### src/rtl/cc_sortseq_pkg.sv
// Shared definitions for the sort sequencer: state encoding, index width and compare-count helpers.
package cc_sortseq_pkg;

  typedef enum logic [1:0] {
    StLoad  = 2'b00,
    StSort  = 2'b01,
    StDrain = 2'b10
  } sortseq_state_e;

  localparam int unsigned DefaultDepth = 8;
  localparam int unsigned DefaultIdxW  = $clog2(DefaultDepth);

  function automatic int unsigned idx_width(input int unsigned depth);
    return $clog2(depth);
  endfunction

  // Worst-case number of compare cycles for one block.
  function automatic int unsigned compare_count(input int unsigned depth);
    return (depth * (depth - 1)) / 2;
  endfunction

endpackage

### src/rtl/cc_lessthan.sv
// Parameterized unsigned strict less-than comparator; the sorter's only arithmetic resource.
module cc_lessthan #(
  parameter int unsigned NUMBER_DATAWIDTH = 8
) (
  input  logic [NUMBER_DATAWIDTH-1:0] a_i,
  input  logic [NUMBER_DATAWIDTH-1:0] b_i,
  output logic                        lt_o
);

  assign lt_o = (a_i < b_i);

endmodule

### src/rtl/cc_sort_sequencer.sv
// Load / bubble-sort / drain sequencer sharing one comparator across a register bank.
// Build option CC_SORTSEQ_EARLYEXIT_EN ends the sort after the first pass with no swap.
module cc_sort_sequencer
  import cc_sortseq_pkg::*;
#(
  parameter int unsigned NUMBER_DATAWIDTH = 8,
  parameter int unsigned NUMBER_DEPTH     = 8
) (
  input  logic                        CC_SORTSEQ_CLOCK_50,
  input  logic                        CC_SORTSEQ_RESET_InLow,
  input  logic                        CC_SORTSEQ_inValid_In,
  output logic                        CC_SORTSEQ_inReady_Out,
  input  logic [NUMBER_DATAWIDTH-1:0] CC_SORTSEQ_data_InBUS,
  output logic                        CC_SORTSEQ_outValid_Out,
  input  logic                        CC_SORTSEQ_outReady_In,
  output logic [NUMBER_DATAWIDTH-1:0] CC_SORTSEQ_data_OutBUS,
  output logic                        CC_SORTSEQ_outLast_Out,
  output logic                        CC_SORTSEQ_busy_Out
);

  localparam int unsigned IdxW = idx_width(NUMBER_DEPTH);
  localparam logic [IdxW-1:0] LastIdx  = IdxW'(NUMBER_DEPTH - 1);
  localparam logic [IdxW-1:0] LastPass = IdxW'(NUMBER_DEPTH - 2);

  sortseq_state_e              state_q;
  logic [NUMBER_DATAWIDTH-1:0] bank_q [NUMBER_DEPTH];
  logic [IdxW-1:0]             wr_idx_q;
  logic [IdxW-1:0]             rd_idx_q;
  logic [IdxW-1:0]             pass_q;
  logic [IdxW-1:0]             idx_q;
  logic                        swapped_q;
  logic                        in_ready_q;
  logic                        out_valid_q;
  logic [NUMBER_DATAWIDTH-1:0] data_out_q;
  logic                        out_last_q;
  logic                        busy_q;

  logic [NUMBER_DATAWIDTH-1:0] cmp_a;
  logic [NUMBER_DATAWIDTH-1:0] cmp_b;
  logic                        cmp_lt;
  logic                        pass_end;
  logic                        early_exit;

  assign cmp_a    = bank_q[idx_q + 1'b1];
  assign cmp_b    = bank_q[idx_q];
  assign pass_end = (idx_q == (LastPass - pass_q));

`ifdef CC_SORTSEQ_EARLYEXIT_EN
  // The current compare counts toward the pass's swap flag.
  assign early_exit = ~(swapped_q | cmp_lt);
`else
  assign early_exit = 1'b0;
`endif

  cc_lessthan #(
    .NUMBER_DATAWIDTH (NUMBER_DATAWIDTH)
  ) u_lessthan (
    .a_i  (cmp_a),
    .b_i  (cmp_b),
    .lt_o (cmp_lt)
  );

  always_ff @(posedge CC_SORTSEQ_CLOCK_50 or negedge CC_SORTSEQ_RESET_InLow) begin
    if (!CC_SORTSEQ_RESET_InLow) begin
      state_q     <= StLoad;
      for (int i = 0; i < NUMBER_DEPTH; i++) bank_q[i] <= '0;
      wr_idx_q    <= '0;
      rd_idx_q    <= '0;
      pass_q      <= '0;
      idx_q       <= '0;
      swapped_q   <= 1'b0;
      in_ready_q  <= 1'b0;
      out_valid_q <= 1'b0;
      data_out_q  <= '0;
      out_last_q  <= 1'b0;
      busy_q      <= 1'b0;
    end else begin
      unique case (state_q)
        StLoad: begin
          in_ready_q <= 1'b1;
          if (CC_SORTSEQ_inValid_In && in_ready_q) begin
            bank_q[wr_idx_q] <= CC_SORTSEQ_data_InBUS;
            if (wr_idx_q == LastIdx) begin
              state_q    <= StSort;
              wr_idx_q   <= '0;
              pass_q     <= '0;
              idx_q      <= '0;
              swapped_q  <= 1'b0;
              in_ready_q <= 1'b0;
              busy_q     <= 1'b1;
            end else begin
              wr_idx_q <= wr_idx_q + 1'b1;
            end
          end
        end

        StSort: begin
          if (cmp_lt) begin
            bank_q[idx_q]        <= cmp_a;
            bank_q[idx_q + 1'b1] <= cmp_b;
          end
          if (pass_end) begin
            if ((pass_q == LastPass) || early_exit) begin
              state_q     <= StDrain;
              busy_q      <= 1'b0;
              out_valid_q <= 1'b1;
              rd_idx_q    <= '0;
              // Present the post-swap smallest word on the first drain cycle.
              data_out_q  <= (idx_q == '0 && cmp_lt) ? cmp_a : bank_q[0];
              out_last_q  <= 1'b0;
            end else begin
              pass_q    <= pass_q + 1'b1;
              idx_q     <= '0;
              swapped_q <= 1'b0;
            end
          end else begin
            idx_q     <= idx_q + 1'b1;
            swapped_q <= swapped_q | cmp_lt;
          end
        end

        StDrain: begin
          if (out_valid_q && CC_SORTSEQ_outReady_In) begin
            if (rd_idx_q == LastIdx) begin
              state_q     <= StLoad;
              rd_idx_q    <= '0;
              wr_idx_q    <= '0;
              out_valid_q <= 1'b0;
              out_last_q  <= 1'b0;
              data_out_q  <= '0;
              in_ready_q  <= 1'b1;
            end else begin
              rd_idx_q   <= rd_idx_q + 1'b1;
              data_out_q <= bank_q[rd_idx_q + 1'b1];
              out_last_q <= ((rd_idx_q + 1'b1) == LastIdx);
            end
          end
        end

        default: begin
          state_q <= StLoad;
        end
      endcase
    end
  end

  assign CC_SORTSEQ_inReady_Out  = in_ready_q;
  assign CC_SORTSEQ_outValid_Out = out_valid_q;
  assign CC_SORTSEQ_data_OutBUS  = data_out_q;
  assign CC_SORTSEQ_outLast_Out  = out_last_q;
  assign CC_SORTSEQ_busy_Out     = busy_q;

endmodule
### config.mk
export PLATFORM = sky130hd
export DESIGN_NAME = cc_sort_sequencer
export DESIGN_NICKNAME = d
export VERILOG_FILES = /design/src/rtl/cc_sortseq_pkg.sv /design/src/rtl/cc_lessthan.sv /design/src/rtl/cc_sort_sequencer.sv
export SDC_FILE = /design/constraint.sdc
export NUM_CORES = 1
export LEC_CHECK = 0
export CORE_MARGIN = 4
export CORE_UTILIZATION = 45
export CTS_CLUSTER_SIZE = 16
export DETAILED_ROUTE_END_ITERATION = 8
export PLACE_DENSITY = 0.62
export SETUP_SLACK_MARGIN = 0.05
export SLEW_MARGIN = 10
export SYNTH_ARGS = -nofsm -noshare
export SYNTH_HDL_FRONTEND = slang
export SYNTH_SLANG_ARGS = --single-unit
### constraint.sdc
create_clock -name CC_SORTSEQ_CLOCK_50 -period 7 [get_ports CC_SORTSEQ_CLOCK_50]
set_input_delay 1.4 -clock CC_SORTSEQ_CLOCK_50 [delete_from_list [all_inputs] [get_ports CC_SORTSEQ_CLOCK_50]]
set_output_delay 1.4 -clock CC_SORTSEQ_CLOCK_50 [all_outputs]
set_load 0.01 [all_outputs]
==> impl_metrics.env, run 1 <==
export IMPL_via_per_inst=6.82
export IMPL_yosys_warnings=0
export IMPL_ys_async_sr_fraction_pct=100
export IMPL_ctsHoldBuffers=0
export IMPL_drive_gt1_share_pct=19.7
export IMPL_ys_top_cells_by_count="nand2_1, dfrtp_1, mux2_2"
export IMPL_drc=0
export IMPL_post_route_min_period_ns=5.76
export IMPL_seq_area_frac_synth_pct=31.7
export IMPL_timing_fmax_mhz=174
export IMPL_hold_start="CC_SORTSEQ_outLast_Out"
export IMPL_num_vias=6611
export IMPL_cts_tree="done"
export IMPL_cts_max_level=3
export IMPL_n_antenna_cell=0
export IMPL_power_frac_comb_pct=65.8
export IMPL_worst_ep_arrival_time_ns=5.99
export IMPL_max_slew_worst_pin_slew_ns=1.37
export IMPL_slew_headroom_pct=8.92
export IMPL_hold_end="CC_SORTSEQ_outLast_Out"
export IMPL_vdd_drop_max_mv=0.272
export IMPL_synth_edf_count=0
export IMPL_clk_latency_ns=0.36
export IMPL_p_sw_share_pct=52.2
export IMPL_area_delta_synth_final_pct=9.55
export IMPL_first_pass_iters=7
export IMPL_crit_top_cell="ha_1"
export IMPL_antenna_found_initial=0
export IMPL_nets=783
export IMPL_fin_skew_ns=0.00983
export IMPL_path_buf_inv=1
export IMPL_crit_family="compound AO/OA/AOI/OAI gates"
export IMPL_regToRegEndpoint="bank_q[23]"
export IMPL_cp_max_fo=53
export IMPL_setup_viol=0
export IMPL_crit_chain="buf_4, ha_1, xor2_2, mux2i_1, o22ai_1, or2_2, ha_1, a211oi_1, nand3_1, o31ai_4, o311ai_2, mux2_2"
export IMPL_wl_mm=25.2
export IMPL_hold_path_class="reg2reg"
export IMPL_drtIter0Drc=727
export IMPL_grt_pass1_vias=6632
export IMPL_reg2reg_depth=12
export IMPL_netlist_top_cell_by_area="dfrtp_1"
export IMPL_cp_end_kind="register"
export IMPL_synth_cell_types=53
export IMPL_hold_violations=0
export IMPL_netSwitchingPower_mw=2.21
export IMPL_ant_nets=0
export IMPL_syn_area_per_cell_sq_um=9.39
export IMPL_slew_viol_final=0
export IMPL_p_int_mw=2.02
export IMPL_die_area_sq_um=17900
export IMPL_routedWlPerCell_um=26.0
export IMPL_place_area_sq_um=7530
export IMPL_synth_top_family_by_area="multiplexers"
export IMPL_synth_area_leaders="dfrtp_1, mux2_2, mux4_2, nand2_1, o221ai_1"
export IMPL_io_buffers=23
export IMPL_gp_congestion=0.989
export IMPL_powerDensity_nw_per_um2=543
export IMPL_netlist_area_sq_um=7110
export IMPL_start_kind="register"
export IMPL_initial_core_util_pct=46.4
export IMPL_clockPowerShare_pct=10.9
export IMPL_ios=24
export IMPL_power_leakage_nw=3.14
export IMPL_period_share_pct=82.3
export IMPL_synth_fa_ha_area_share_pct=2.99
export IMPL_min_path_cells=2
export IMPL_cp_slowest_cell="xor2_2"
export IMPL_core_sq_um=15300
export IMPL_cpPeakStageDelay_ns=1.06
export IMPL_rsz0062_at_grt="false"
export IMPL_rows=45
export IMPL_crit_type="reg2reg"
export IMPL_grt_usage_pct=28.8
export IMPL_synth_most_common_cell="nand2_1"
export IMPL_clk_pin_slew_ns=0.07
export IMPL_die_y_um=134
export IMPL_r2r_slack_ns=1.24
export IMPL_drv_cap=0
export IMPL_cp_required_ns=7.23
export IMPL_grt_ovfl_total=0
export IMPL_cts_root_buf="clkbuf_16"
export IMPL_dp_hpwl_mm=18.5
export IMPL_synth_ff_type="dfrtp_1"
export IMPL_numCtsBuffers=9
export IMPL_fp_dieW_um=134
export IMPL_post_cts_resize_count=0
export IMPL_synth_mux_area_share_pct=24.6
export IMPL_grt_pass1_wl_mm=39.6
export IMPL_synthXorXnorAreaFrac_pct=0.933
export IMPL_synth_cells=757
export IMPL_synth_compound_area_share_pct=20.1
export IMPL_cts_setup_buffers=0
export IMPL_p_seq_share_pct=23.3
export IMPL_synth_seq_cells=90
export IMPL_cts_path_max_buffers=2
export IMPL_status="completed"
export IMPL_tns_ns=0
export IMPL_cts_sinks=90
export IMPL_grt_max_degree=54
export IMPL_synthSimpleGateAreaFrac_pct=15.8
export IMPL_final_area_sq_um=7790
export IMPL_synth_nets=786
export IMPL_synth_top_area_share_pct=31.7
export IMPL_crit_reg2reg_launch="idx_q[0]"
power by group through the flow:
stage	combinational [mW]	sequential [mW]	clock, mW
final	2.78	0.986	0.462
after CTS	2.71	0.963	0.469
after detailed placement	2.71	0.973	0
after global placement	2.67	0.960	0
after global routing	2.96	1.00	0.488
after floorplan	2.01	0.845	0
tightest hold or removal path, delay by kind of cell, from the launching register on:
family             cells  cell delay [ns]
AOI/OAI and AO/OA      1             0.05
DFF                    1             0.34
and+or+nand+nor        1             0.05
state kept, by name, summed over array words and instances (netlist names):
name / cells
bank_q: 64
CC_SORTSEQ_data_OutBUS: 8
idx_q: 3
pass_q: 3
rd_idx_q: 3
wr_idx_q: 3
state_q: 2
CC_SORTSEQ_busy_Out: 1
CC_SORTSEQ_inReady_Out: 1
CC_SORTSEQ_outLast_Out: 1
CC_SORTSEQ_outValid_Out: 1
cell usage in the layout (no fill, tap or decap), types with 6 or more instances in the layout:
| cell type | Yosys | final |
|---|---|---|
| mux2i_1 | 32 | 32 |
| o221ai_1 | 41 | 41 |
| and2_1 | 9 | 9 |
| o211ai_1 | 6 | 6 |
| a21oi_1 | 38 | 38 |
| nor2b_1 | 8 | 7 |
| nand2_1 | 115 | 115 |
| inv_1 | 15 | 15 |
| clkdlybuf4s50_1 | 0 | 22 |
| mux4_2 | 28 | 28 |
| a31oi_1 | 7 | 7 |
| mux2_2 | 71 | 71 |
| nand3_1 | 25 | 25 |
| nor3_1 | 16 | 16 |
| o21ai_0 | 42 | 42 |
| a22oi_1 | 17 | 17 |
| ha_1 | 17 | 17 |
| clkbuf_16 | 0 | 9 |
| buf_4 | 1 | 17 |
| nand3b_1 | 6 | 6 |
| a221oi_1 | 9 | 9 |
| nor2_1 | 42 | 42 |
| dfrtp_1 | 90 | 89 |
| nand2b_1 | 7 | 7 |
worst max-delay path by stage:
stage,startpoint,to,cells after the start
3_5_place_dp,idx_q[0],bank_q[23],12
4_1_cts,idx_q[0],bank_q[23],12
6_report,idx_q[0],bank_q[23],12
2_1_floorplan,idx_q[0],bank_q[16],19
5_1_grt,idx_q[0],bank_q[23],12
3_3_place_gp,idx_q[0],bank_q[19],12
kinds of logic (layout without fill, tap and decap cells):
| family | Yosys count | after routing |
|---|---|---|
| simple gates | 248 | 248 |
| compound gates | 196 | 196 |
| mux | 131 | 131 |
| flops | 90 | 90 |
| buf+inv | 69 | 70 |
| fa+ha+maj | 17 | 17 |
| xor+xnor | 6 | 6 |
layer usage:
metal | vias up | part of all wire, % | GRT usage [%] | routed length, um
met5 | - | 0 | 0 | 0
met4 | 0 | 3.0 | 11.0 | 758
met3 | 74 | 9.8 | 6.04 | 2460
met2 | 413 | 46 | 45.4 | 11600
met1 | 3254 | 41 | 38.9 | 10400
li1 | 2870 | - | - | -
cell type report:
class / count / area (sq um)
Clock inverter: 2 / 13.8
Timing Repair Buffer: 39 / 348
Sequential cell: 90 / 2250
Multi-Input combinational cell: 598 / 4600
Inverter: 16 / 60.1
Tap cell: 211 / 264
Clock buffer: 13 / 250
Fill cell: 1450 / 7520
stage by stage:
stage                     util (%)  total power, mW  cells  hold WS (ns)  setup slack, ns
after floorplan                  -             2.85    757         0.456             1.92
after CTS                     50.9             4.15    969         0.486             1.45
after global placement        49.1             3.63    954         0.468             1.58
final                         50.9             4.23    969         0.477             1.24
after global routing          50.9             4.45    969         0.497             1.14
after detailed placement      49.1             3.68    954         0.471             1.48
Note: power is estimated with default switching activity, not from simulation.
==> run 2, diff against run 1 <==
--- a/config.mk
+++ b/config.mk
@@ -9,7 +9,7 @@
 export CORE_UTILIZATION = 45
 export CTS_CLUSTER_SIZE = 16
 export DETAILED_ROUTE_END_ITERATION = 8
-export PLACE_DENSITY = 0.62
+export PLACE_DENSITY = 0.64
 export SETUP_SLACK_MARGIN = 0.05
 export SLEW_MARGIN = 10
 export SYNTH_ARGS = -nofsm -noshare
==> constraint.sdc (replaced) <==
create_clock -name CC_SORTSEQ_CLOCK_50 -period 4.84 [get_ports CC_SORTSEQ_CLOCK_50]
set_input_delay 0.968 -clock CC_SORTSEQ_CLOCK_50 [delete_from_list [all_inputs] [get_ports CC_SORTSEQ_CLOCK_50]]
set_output_delay 0.968 -clock CC_SORTSEQ_CLOCK_50 [all_outputs]
set_load 0.01 [all_outputs]
==> impl_metrics.env, run 2 (synthesized netlist as in run 1, its figures left out) <==
export IMPL_crit_reg2reg_launch="idx_q[1]"
export IMPL_power_leakage_nw=3.25
export IMPL_grt_pass1_vias=6617
export IMPL_min_path_cells=2
export IMPL_cts_tree="done"
export IMPL_drv_cap=0
export IMPL_fin_skew_ns=0.00507
export IMPL_use_met2_pct=47.2
export IMPL_gr_usage_met1_pct=40.6
export IMPL_period_share_pct=93.5
export IMPL_hold_path_class="reg2reg"
export IMPL_drive_gt1_share_pct=22.0
export IMPL_slew_viol_final=0
export IMPL_powerDensity_nw_per_um2=807
export IMPL_top_usage_layer="met2"
export IMPL_initial_core_util_pct=46.4
export IMPL_io_buffers=23
export IMPL_layout_commonest_cell="nand2_1"
export IMPL_cp_max_fo=11
export IMPL_wl_mm=26.7
export IMPL_final_util_pct=52.1
export IMPL_place_area_sq_um=7690
export IMPL_n_antenna_cell=0
export IMPL_dp_hpwl_mm=19.6
export IMPL_ant_nets=0
export IMPL_cp_end_kind="register"
export IMPL_area_delta_synth_final_pct=12.2
export IMPL_rows=45
export IMPL_cts_sinks=90
export IMPL_gp_congestion=0.967
export IMPL_ios=24
export IMPL_worst_ep_arrival_time_ns=4.77
export IMPL_via_per_inst=6.83
export IMPL_hold_start="rd_idx_q[2]"
export IMPL_setup_viol=0
export IMPL_die_area_sq_um=17900
export IMPL_max_slew_worst_pin_slew_ns=1.13
export IMPL_clk_pin_slew_ns=0.07
export IMPL_antenna_found_initial=0
export IMPL_rsz0062_at_grt="true"
export IMPL_most_common_layout_cells="nand2_1, dfrtp_1, mux2_2, nor2_1, o21ai_0"
export IMPL_routedWlPerCell_um=27.0
export IMPL_grt_ovfl_total=0
export IMPL_hold_end="rd_idx_q[2]"
export IMPL_cts_root_buf="clkbuf_16"
export IMPL_post_route_min_period_ns=4.53
export IMPL_die_y_um=134
export IMPL_reg2reg_depth=13
export IMPL_tns_ns=0
export IMPL_crit_type="reg2reg"
export IMPL_status="completed"
export IMPL_numPlacedInstances=974
export IMPL_core_sq_um=15300
export IMPL_cts_path_max_buffers=2
export IMPL_cts_max_level=3
export IMPL_slew_headroom_pct=24.0
export IMPL_hold_violations=0
export IMPL_grt_pass1_wl_mm=41.0
export IMPL_fp_dieW_um=134
export IMPL_drc=0
export IMPL_timing_fmax_mhz=221
export IMPL_num_vias=6761
export IMPL_start_kind="register"
export IMPL_stdcell_count=990
export IMPL_first_pass_iters=6
export IMPL_r2r_slack_ns=0.31
export IMPL_grt_max_degree=64
export IMPL_met3_usage_pct=7.25
export IMPL_vdd_drop_max_mv=0.334
export IMPL_drtIter0Drc=995
export IMPL_regToRegEndpoint="bank_q[50]"
export IMPL_holdWs_ns=0.493
export IMPL_regMostFlops="bank_q"
export IMPL_clk_latency_ns=0.36
export IMPL_final_area_sq_um=7980
export IMPL_numCtsBuffers=9
export IMPL_cp_required_ns=5.08
export IMPL_largest_reg_flops=64
export IMPL_nets=803
export IMPL_grt_usage_pct=30.2
[run 2: worst max-delay path, cell delays in order, from the launching register on]
cell and delay (ns):
dfrtp_1 0.42, clkinv_1 0.12, ha_1 0.39, buf_4 0.24, mux4_2 0.51, nand2_1 0.23, nand2_1 0.14, ha_1 0.33
a21oi_1 0.28, or2_2 0.18, nand3_1 0.10, o31ai_4 0.52, o311ai_2 0.51, mux2_2 0.41
[run 2: worst max path at each step]
| stage | startpoint | end | slack, ns |
|---|---|---|---|
| floorplan | idx_q[0] | bank_q[16] | 0.08 |
| global placement | idx_q[1] | bank_q[27] | 0.46 |
| detailed placement | idx_q[1] | bank_q[25] | 0.35 |
| CTS | idx_q[1] | bank_q[50] | 0.33 |
| global route | idx_q[1] | bank_q[50] | 0.05 |
| finish | idx_q[1] | bank_q[50] | 0.31 |
[run 2: final cells by class]
class	instances	area (sq um)
sequential	90	2250
clock inverter	1	7.51
fill	1400	7330
timing repair buffer	59	510
multi-input combinational	598	4610
inverter	16	60.1
clock buffer	15	278
tap	211	264
[run 2: layer usage]
metal	vias up	part of all wire [%]
li1	2912	-
met1	3314	40
met3	71	11
met4	0	3.4
met5	-	0
met2	464	46
[run 2: report_power, final]
group | internal [mW] | total (mW) | switching, mW
Sequential | 1.02 | 1.43 | 0.407
Combinational | 1.68 | 4.30 | 2.61
Clock | 0.392 | 0.714 | 0.321
[run 2: what timing repair did]
item / CTS / global route
setup endpoints to repair: 0 / 1
resized for setup: 0 / 0
hold buffers: 0 / 0
hold endpoints to repair: 0 / 0
setup buffers: 0 / 0
[run 2: stage by stage]
stage	setup WS [ns]	power, mW
2_1_floorplan	0.0830	4.13
3_5_place_dp	0.348	5.60
5_1_grt	0.0478	6.75
3_3_place_gp	0.460	5.55
4_1_cts	0.331	6.32
6_report	0.315	6.44
==> run 3, diff against run 2 <==
--- a/config.mk
+++ b/config.mk
@@ -9,7 +9,8 @@
 export CORE_UTILIZATION = 45
 export CTS_CLUSTER_SIZE = 16
 export DETAILED_ROUTE_END_ITERATION = 8
-export PLACE_DENSITY = 0.64
+export DONT_BUFFER_PORTS = 1
+export PLACE_DENSITY = 0.62
 export SETUP_SLACK_MARGIN = 0.05
 export SLEW_MARGIN = 10
 export SYNTH_ARGS = -nofsm -noshare
==> impl_metrics.env, run 3 (synthesized netlist as in run 1, its figures left out) <==
export IMPL_status="completed"
export IMPL_final_area_sq_um=7750
export IMPL_post_cts_resize_count=0
export IMPL_cp_max_fo=51
export IMPL_fin_skew_ns=0.0160
export IMPL_place_ws_ns=0.281
export IMPL_gp_congestion=1.08
export IMPL_antenna_found_initial=0
export IMPL_n_antenna_cell=0
export IMPL_power_leakage_nw=3.15
export IMPL_area_delta_synth_final_pct=9.01
export IMPL_crit_type="reg2reg"
export IMPL_cts_path_max_buffers=2
export IMPL_ios=24
export IMPL_crit_reg2reg_launch="idx_q[0]"
export IMPL_fillers=1419
export IMPL_nets=772
export IMPL_grt_usage_pct=30.0
export IMPL_slew_viol_final=0
export IMPL_tns_ns=0
export IMPL_p_total_mw=6.53
export IMPL_most_common_layout_cells="nand2_1, dfrtp_1, mux2_2, nor2_1, o21ai_0"
export IMPL_die_y_um=134
export IMPL_routedWlPerCell_um=28.0
export IMPL_cts_sinks=90
export IMPL_rsz0062_at_grt="true"
export IMPL_cp_end_kind="register"
export IMPL_start_kind="register"
export IMPL_post_route_min_period_ns=4.76
export IMPL_wl_mm=26.8
export IMPL_crit_path_start="idx_q[0]"
export IMPL_powerDensity_nw_per_um2=842
export IMPL_setup_ws_ns=0.0794
export IMPL_layout_commonest_cell="nand2_1"
export IMPL_clk_latency_ns=0.36
export IMPL_drv_cap=0
export IMPL_die_area_sq_um=17900
export IMPL_fp_dieW_um=134
export IMPL_num_vias=6736
export IMPL_grt_pass1_vias=6393
export IMPL_drtIter0Drc=1096
export IMPL_place_area_sq_um=7420
export IMPL_rows=45
export IMPL_drc=0
export IMPL_seq_area_sq_um=2250
export IMPL_io_buffers=0
export IMPL_regMostFlops="bank_q"
export IMPL_hold_violations=0
export IMPL_cp_required_ns=5.08
export IMPL_grt_ovfl_total=0
export IMPL_stdcell_count=959
export IMPL_cts_tree="done"
export IMPL_grt_pass1_wl_mm=40.1
export IMPL_vdd_drop_max_mv=0.417
export IMPL_worst_ep_arrival_time_ns=5.00
export IMPL_core_sq_um=15300
export IMPL_timing_fmax_mhz=210
export IMPL_slew_headroom_pct=15.7
export IMPL_multiInputGateArea_sq_um=4620
export IMPL_ctsHoldBuffers=0
export IMPL_cts_root_buf="clkbuf_16"
export IMPL_grt_max_degree=91
export IMPL_initial_core_util_pct=46.4
export IMPL_max_slew_worst_pin_slew_ns=1.26
export IMPL_largest_reg_flops=64
export IMPL_via_per_inst=7.02
export IMPL_setup_viol=0
export IMPL_clk_pin_slew_ns=0.07
export IMPL_cts_max_level=3
export IMPL_numPlacedInstances=943
export IMPL_drive_gt1_share_pct=22.1
export IMPL_first_pass_iters=8
export IMPL_numCtsBuffers=9
export IMPL_hold_path_class="in2async"
export IMPL_dp_hpwl_mm=18.8
export IMPL_period_share_pct=98.4
export IMPL_ant_nets=0
[run 3: cell count changes in the layout (fill, tap and decap cells not counted), sizes merged]
cell,previous run,this run
clkbuf,15,12
clkdlybuf4s50,22,0
clkinvlp,1,0
bufinv,0,2
buf,37,28
clkinv,1,3
[run 3: stage by stage]
stage,hold WS (ns),util (%)
6_report,0.300,50.6
5_1_grt,0.287,50.6
4_1_cts,0.291,50.6
3_5_place_dp,0.495,48.5
3_3_place_gp,0.469,48.4
2_1_floorplan,0.456,-
[run 3: worst max-delay path, stage by stage (launching register included)]
cell	delay, ns
dfrtp_2	0.40
buf_4	0.53
nor2b_1	0.28
a221oi_1	0.39
nor2_1	0.09
a221oi_1	0.37
ha_1	0.34
a211oi_1	0.46
nand3_1	0.20
o31ai_4	0.55
o311ai_2	0.57
mux2_2	0.43
[run 3: timing repair]
| action | in CTS | in global routing |
|---|---|---|
| buffers inserted | 0 | 0 |
| setup endpoints to repair | 0 | 16 |
| hold endpoints to repair | 0 | 0 |
[run 3: cell type report]
class                   instances  area share [%]
multi-input cells             598            59.6
flip-flops and latches         90            29.1
well taps                     211            3.41
clock buffers                  12            3.31
repair buffers                 28            2.87
clock inverters                 4           0.952
inverters                      16           0.775
[run 3: worst paths after layout]
path                                 endpoint  depth (start not counted)  slack, ns
setup / recovery                   bank_q[26]                         11       0.08
hold / removal                    rd_idx_q[0]                          0       0.30
setup reg to reg                   bank_q[26]                         11       0.08
hold reg to reg                   rd_idx_q[2]                          2       0.50
max in group asynchronous          bank_q[31]                          0       4.40
min in group CC_SORTSEQ_CLOCK_50  rd_idx_q[2]                          2       0.50
[run 3: layer usage]
metal	part of all wire [%]	vias to the layer above	track usage, %
met5	0	-	0
li1	-	2847	-
met3	11	94	6.38
met2	45	494	46.5
met4	4.9	0	14.4
met1	39	3301	39.9
[run 3: where the power goes]
group | total, mW | internal [mW] | leakage (nW) | switching [mW]
combinational | 4.32 | 1.60 | 1.81 | 2.71
clock | 0.804 | 0.482 | 0.163 | 0.322
sequential | 1.41 | 1.02 | 1.17 | 0.384
